**src/rtl/mano_timing_ctrl.sv**
```systemverilog
// rtl/mano_timing_ctrl.sv - Mano basic computer timing and control front-end
//
// Holds the instruction register, the 3-bit sequence counter and the RUN (S)
// flip-flop. Decodes T/D/I timing signals and requests memory during fetch
// and indirect cycles.
//
// Ports:
//   CLK        system clock, posedge
//   RST_N      asynchronous active-low reset
//   START      sets RUN when RUN=0
//   MEM_IN     memory data bus M[AR]
//   MEM_RDY    memory data valid this cycle
//   FETCH_REQ  memory read request (fetch or indirect)
//   IR_Q       instruction register
//   t          sequence counter value
//   T          one-hot decode of t
//   D          one-hot decode of IR_Q[14:12]
//   I          indirect bit IR_Q[15]
//   RUN        computer running
//   END_INST   last cycle of the current instruction
module mano_timing_ctrl #(
  parameter int WAIT_EN  = 1,
  parameter int BOOT_RUN = 0
) (
  input  logic        CLK,
  input  logic        RST_N,
  input  logic        START,
  input  logic [15:0] MEM_IN,
  input  logic        MEM_RDY,
  output logic        FETCH_REQ,
  output logic [15:0] IR_Q,
  output logic [2:0]  t,
  output logic [7:0]  T,
  output logic [7:0]  D,
  output logic        I,
  output logic        RUN,
  output logic        END_INST
);

  logic [2:0] sc;
  logic       mem_ok;
  logic       halt;
  logic       stall;

  assign t = sc;
  assign T = 8'b0000_0001 << sc;
  assign D = 8'b0000_0001 << IR_Q[14:12];
  assign I = IR_Q[15];

  // With waiting disabled the memory is assumed to answer every cycle.
  assign mem_ok = MEM_RDY | (WAIT_EN == 0);

  // Indirect operand fetch only for memory-reference opcodes (D7 is reg/IO).
  assign FETCH_REQ = RUN & (T[1] | (T[3] & ~D[7] & I));

  assign END_INST = RUN & ((D[7] & T[3])
                         | ((D[3] | D[4]) & T[4])
                         | ((D[0] | D[1] | D[2] | D[5]) & T[5])
                         | (D[6] & T[6]));

  assign halt  = RUN & D[7] & ~I & T[3] & IR_Q[0];
  assign stall = FETCH_REQ & ~mem_ok;

  always_ff @(posedge CLK or negedge RST_N) begin
    if (!RST_N) begin
      sc   <= 3'd0;
      IR_Q <= 16'h0000;
      RUN  <= 1'(BOOT_RUN);
    end else if (!RUN) begin
      sc <= 3'd0;
      if (START) RUN <= 1'b1;
    end else begin
      if (halt) begin
        RUN <= 1'b0;
        sc  <= 3'd0;
      end else if (END_INST || sc == 3'd7) begin
        // t=7 is unreachable; recover to fetch if it ever appears.
        sc <= 3'd0;
      end else if (!stall) begin
        sc <= sc + 3'd1;
      end
      if (T[1] && mem_ok) IR_Q <= MEM_IN;
    end
  end

endmodule
```
**config.mk**
```make
export PLATFORM = sky130hd
export DESIGN_NAME = mano_timing_ctrl
export DESIGN_NICKNAME = d
export VERILOG_FILES = /design/src/rtl/mano_timing_ctrl.sv
export SDC_FILE = /design/constraint.sdc
export NUM_CORES = 1
export LEC_CHECK = 0
export ABC_AREA = 1
export CAP_MARGIN = 40
export CORE_ASPECT_RATIO = 0.9
export CORE_MARGIN = 2
export CORE_UTILIZATION = 40
export CTS_CLUSTER_SIZE = 10
export DETAILED_ROUTE_END_ITERATION = 8
export GPL_TIMING_DRIVEN = 0
export PLACE_DENSITY = 0.8
export SETUP_SLACK_MARGIN = 0.02
export SLEW_MARGIN = 15
export SYNTH_ARGS = -nofsm -noshare
export SYNTH_HDL_FRONTEND = slang
export SYNTH_SLANG_ARGS = --single-unit
```
**constraint.sdc**
```tcl
create_clock -name CLK -period 1.9 [get_ports CLK]
set_input_delay 0.475 -clock CLK [delete_from_list [all_inputs] [get_ports CLK]]
set_output_delay 0.475 -clock CLK [all_outputs]
set_load 0.01 [all_outputs]
```
# [Word-level counts from Yosys, hierarchy flattened]
# Index checks and enable logic that the tools add are counted.
[word_totals] regBits=20 latch_bits=0 mem_bits_rw=0 rom_bits=0 input_bits=20 out_inout_bits=39 elab_cells=42 memories=0
[op_classes] addsub=1 n_mul=0 div_mod_pow=0 order_cmp=0 eq_ne=2 n_shift=2 muxes=7 n_bitwise=24 reduce_logical=3
[ops] cell="left shift 1 x 3 -> 8 bit, first input constant" n=2
[ops] cell="AND 1 bit" n=13
[ops] cell="2-to-1 mux 3 bit" n=4
[ops] cell="OR 1 bit" n=8
[ops] cell="!= test 4 x 3 -> 1 bit, second input constant" n=1
[ops] cell="adder 3 x 1 -> 3 bit, second input constant" n=1
[ops] cell="equality test 3 bit, second input constant" n=1
[ops] cell="2-to-1 mux 1 bit" n=3
[ops] cell="NOT 1 bit" n=3
[ops] cell="AND reduction 2 bit" n=1
[ops] cell="logical AND 1 bit" n=1
[ops] cell="logical OR 1 bit" n=1

# [Logic depth before layout (Yosys ltp)]
[logic_depth] depth_word=12 ltp_mapped=12 ltp_nobuf=11

# [Worst setup path before layout]
# Ideal clock, no wire load.
[synth_path] kind="reg2out" startpoint="register sc[0], in the netlist t[0]" endpoint="output port END_INST" t_arrival_ns=1.337 required_time_ns=1.425 slack_ns=0.088 path_stages_with_launch=7 n_path_buf=0 path_cell_list="dfrtp_1 ha_1 ha_1 nand2_1 nand3_1 o21bai_1 inv_1"
[synth_via] elab_chain_len=6 elab_cells_between_ends=9 cone_classes="shift: 1; bitwise: 8"
[synth_rtl] item="start: declaration" line="40" source="logic [2:0] sc;"
[synth_rtl] item="start signal: assignment" line="80" source="sc <= sc + 3'd1;"
[synth_rtl] item="left shift 1 x 3 -> 8 bit" line="46" source="assign T = 8'b0000_0001 << sc;"
[synth_rtl] item="via T[3]" line="33" source="output logic [7:0] T,"
[synth_rtl] item="AND 1 bit" line="56" source="assign END_INST = RUN & ((D[7] & T[3])"
[synth_rtl] item="OR 1 bit" line="57" source="| ((D[3] | D[4]) & T[4])"
[synth_rtl] item="OR 1 bit" line="58" source="| ((D[0] | D[1] | D[2] | D[5]) & T[5])"
[synth_rtl] item="OR 1 bit" line="59" source="| (D[6] & T[6]));"
[synth_rtl] item="AND 1 bit" line="56"
[synth_rtl] item="end: declaration" line="37" source="output logic END_INST"
# The timed path passes the listed nets, and every way through them passes these cells.

# [Final worst setup path]
[layout_path] startpoint="register sc[0], in the netlist t[0]" endpoint="output port END_INST"
[layout_via] elab_chain_len=6 elab_cells_between_ends=9 cone_classes="shift: 1; bitwise: 8"
[layout_rtl] item="left shift 1 x 3 -> 8 bit *" line="46"
[layout_rtl] item="AND 1 bit, on equally long branches" line="56, 57"
[layout_rtl] item="OR 1 bit" line="57"
[layout_rtl] item="OR 1 bit" line="58"
[layout_rtl] item="OR 1 bit *" line="59"
[layout_rtl] item="AND 1 bit *" line="56"
# Every way passes the cells marked *; elsewhere a longest branch is shown, timed or not.

==> impl.org <==
** Die
- The initialized floorplan defines 18 standard-cell rows.
- In this run the standard cell core region covers 2793 µm².
- The die covers between 3000 and 4000 µm².
- Die outline width :: 61.64 µm
- Boundary pin count :: slightly below 60
- The initial utilization of the core area, before any placement, comes to about 43%.
- In this run the vertical extent of the chip is 55.88 µm.

** Drt
- The pre-antenna-repair detailed-routing pass consisted of 4 iterations.
- Wirelength per Cell :: 12.40 µm
- Vias per Instance :: 4.649
- Residual antenna-violating net count after detailed routing :: 0
- Aggregate routed wire length :: ~3 mm
- Remaining design rule violation count :: 0
- In this run, the number of DRC markers left after iteration 0 of detailed routing was 65.
- Via Count :: about 1100

** Logic synthesis
- Post-synthesis cell type count :: 24
- Of all flip-flops after synthesis, the portion carrying an async set or reset was between 90% and 100%.
- Number of flops mapped to enable cells by yosys :: 0
- In the synthesized netlist, the number of instances is between 100 and 150.
- Number of warnings reported in the yosys synthesis log :: 0
- Sequential cells were found to cover 41.84% of the synthesized design area.
- Cell type with the largest total area after synthesis :: dfrtp_1
- Average footprint of a synthesized cell :: around 9 µm²
- After synthesis the netlist holds a flip-flop and latch count of 20.
- Mapped Nets :: ~160
- The commonest cells after synthesis are inv_1 (21), dfrtp_1 (20), nand2_1 (20), nor2_1 (20), mux2_4 (10).
- Most frequent cell after synthesis :: inv_1
- After synthesis the cells add up to 1196 µm².
- Most common flop cell mapped by yosys :: dfrtp_1
- Ranked by total cell area, the synthesized netlist is headed by dfrtp_1 (42%), mux2_4 (13%), inv_1 (6.6%).
- Summed over its instances, the top area cell type makes up about two fifths of the synthesized netlist area.

** Timing
- # setup viols final :: 2
- Final setup margin :: -204.3 ps
- Setup total negative slack on the finished layout was measured at -276.8 ps.
- The total count of max-transition violations in the final report was 0.
- After layout, the minimum clock period comes to 2104 ps.
- The final critical path takes up 110.8% of the cycle.
- The count of endpoints failing hold in the final timing report came to 0.
- Clk_skew :: 8.996 ps
- Worst rel slew slack :: between 70% and 80%
- Setup repair after global routing could not meet its margin everywhere.
- Worst Max-Slew Pin Slew :: 417.5 ps
- For this run, the top clock speed supported by timing is between 0.4 and 0.5 GHz.

** Global route
- Entering global routing, the biggest net connects 14 pins.
- The via count of the first global-routing pass is 1087.
- The initial antenna violation count was 0.
- After global routing the overflow that remains totals 0.
- Global routing used 17.71% of the available tracks across all layers.
- First-pass GRT wire length :: roughly 4.7 mm

** Power
- Of the total power, the clock network draws 10.3%.
- Power spread over the standard cell area amounts to roughly 1700 nW/µm².
- Total power for the finished layout comes to roughly 3.4 mW.
- Summed over all nets, the switching power comes to 1.337 mW.
- Combinational cells account for between 60% and 70% of the total power.
- VDD sags by at most between 0.9 and 1 mV.
- Seq pwr share :: about a quarter
- Leakage power :: between 1 and 1.5 nW
- Of the total power, the share spent switching nets is 39.69%.
- Power Internal :: 2.032 mW

** Placement
- IO Port Bufs :: 58
- Post-DP HPWL :: approximately 2.3 mm
- Routability-driven placement congestion ratio :: around 0.82
- Cell count after placement :: between 200 and 250

** Flow run
- The tool flagged a number of max-cap violations equal to 0.

** Clock tree
- CTS built an H-tree with a depth of 1.
- Total CTS buffers :: 3
- CTS Root Cell :: clkbuf_4
- TritonCTS built the clock tree.
- Counting along the longest clock path gives a buffer depth of 2.
- After clock tree synthesis, the flow added hold-fix buffers numbering 0.
- Clock net sink count :: 20
- Worst-path clk slew :: 120 ps
- Worst-skew pair later-pin latency :: roughly 300 ps

** Cells and area
- The net count of the finished layout is ~230.
- Area Growth Syn to Fin :: 67.57%
- Share of layout cells above drive strength 1 :: about a third
- # fillers :: 220
- The finished layout holds between 200 and 250 standard cells, fillers aside.
- The number of antenna diodes in the final layout is 0.

** Critical path
- In this run the worst path has a maximum fanout of 4.
- Critical Path End Type :: output pin
- Delay contributed by the slowest stage of the critical path :: between 400 and 500 ps
- Endpoint required time on the critical path :: about 1400 ps
- In this design, the critical path's most frequently occurring cell is inv_1.
- The largest individual stage delay along the critical path comes from the cell dfrtp_2.
- The critical path goes through ha_1 > nand2_1 > inv_1 > nand3_1 > nand3_2 > o21bai_1 > inv_1 > buf_2.
- Start-to-end type of the worst setup path :: register to output pin
- Worst Setup Start Kind :: register
- Signal arrival time at the worst endpoint :: around 1600 ps

** Status
- Status :: finished with violations
- The final reports fail on negative setup slack.

** Hold path
- Tightest Hold Check Type :: primary input to asynchronous set/reset pin
-- registers in the layout, summed over array words and instances, names as in the netlist --
| name | cells |
|---|---|
| t | 3 |
| IR_Q | 16 |
| RUN | 1 |
-- final timing paths --
kind	slack, ps	from	to	cells past startpoint
worst max-delay path	-200	t[0]$_DFFE_PN0P_	END_INST	8
worst max register to register	290	t[1]$_DFFE_PN0P_	t[0]$_DFFE_PN0P_	12
worst min-delay path	450	RST_N	IR_Q[8]$_DFFE_PN0P_	1
max in group asynchronous	1000	RST_N	t[0]$_DFFE_PN0P_	2
min in group CLK	530	IR_Q[3]$_DFFE_PN0P_	IR_Q[3]$_DFFE_PN0P_	1
worst min register to register	530	IR_Q[3]$_DFFE_PN0P_	IR_Q[3]$_DFFE_PN0P_	1
-- worst max-delay path, delay by kind of cell, from the launching register on --
| family | cells | cell delay, ps |
|---|---|---|
| adders and majority gates | 1 | 230 |
| and+or+nand+nor | 3 | 240 |
| DFF | 1 | 460 |
| AOI/OAI and AO/OA | 1 | 160 |
| buffers and inverters | 3 | 240 |
-- through the flow --
stage                     cell area (µm²)  setup slack, ps  hold WS (ps)  util [%]
after floorplan                      1196            87.90         179.4         -
after global placement               1827           -435.7         489.5     65.41
after detailed placement             1842           -467.4         491.0     65.95
after CTS                            1953           -251.3         458.2     69.94
after global routing                 2004           -330.0         471.6     71.77
final                                2004           -204.3         453.9     71.77
-- cell usage in the layout (no fill, tap or decap), drive strengths merged, types with 6 or more instances in the layout --
cell type / count
clkdlybuf4s50: 36
inv: 22
mux2: 11
buf: 21
nor2: 22
nand3: 7
dlygate4sd2: 7
dfrtp: 20
ha: 6
nand2: 22
clkbuf: 8
-- power groups by stage --
stage	clock network [mW]	registers (mW)	logic, mW
floorplan	0	0.892	1.02
global placement	0	0.811	1.98
detailed placement	0	0.815	2.05
CTS	0.355	0.795	2.12
global route	0.370	0.838	2.41
finish	0.347	0.810	2.21
-- kinds of logic after synthesis --
family | count (synthesis) | share of synthesized area (%)
flip-flops | 20 | 41.84
multiplexers | 11 | 13.49
adder cells (fa/ha/maj) | 6 | 6.276
AND/OR/NAND/NOR | 58 | 24.69
AO/OA/AOI/OAI | 7 | 3.138
buffers and inverters | 28 | 10.56
-- per-layer routing --
| metal | part of all wire (%) | vias to the layer above | track usage [%] |
|---|---|---|---|
| met5 | 0 | - | 0 |
| met1 | 42 | 514 | 21.61 |
| met3 | 9.2 | 4 | 4.651 |
| li1 | - | 551 | - |
| met4 | 1.4 | 0 | 4.863 |
| met2 | 47 | 56 | 30.08 |
-- timing repair --
action,4_1_cts,5_1_grt
endpoints found under the setup margin,19,17
setup buffers,5,4
gates resized for setup,44,35
pin swaps,1,5
-- final cells by class --
class                   count  area, µm²  share of cell area (%)
clock buffers               3      22.52                   1.124
clock inverters             1      30.03                   1.498
well taps                  40      50.05                   2.497
plain buffers               6      48.80                   2.434
repair buffers             68      635.6                   31.71
multi-input cells          82      626.9                   31.27
flip-flops and latches     20      505.5                   25.22
inverters                  22      85.08                   4.245
Power figures use the tool's default switching activity.
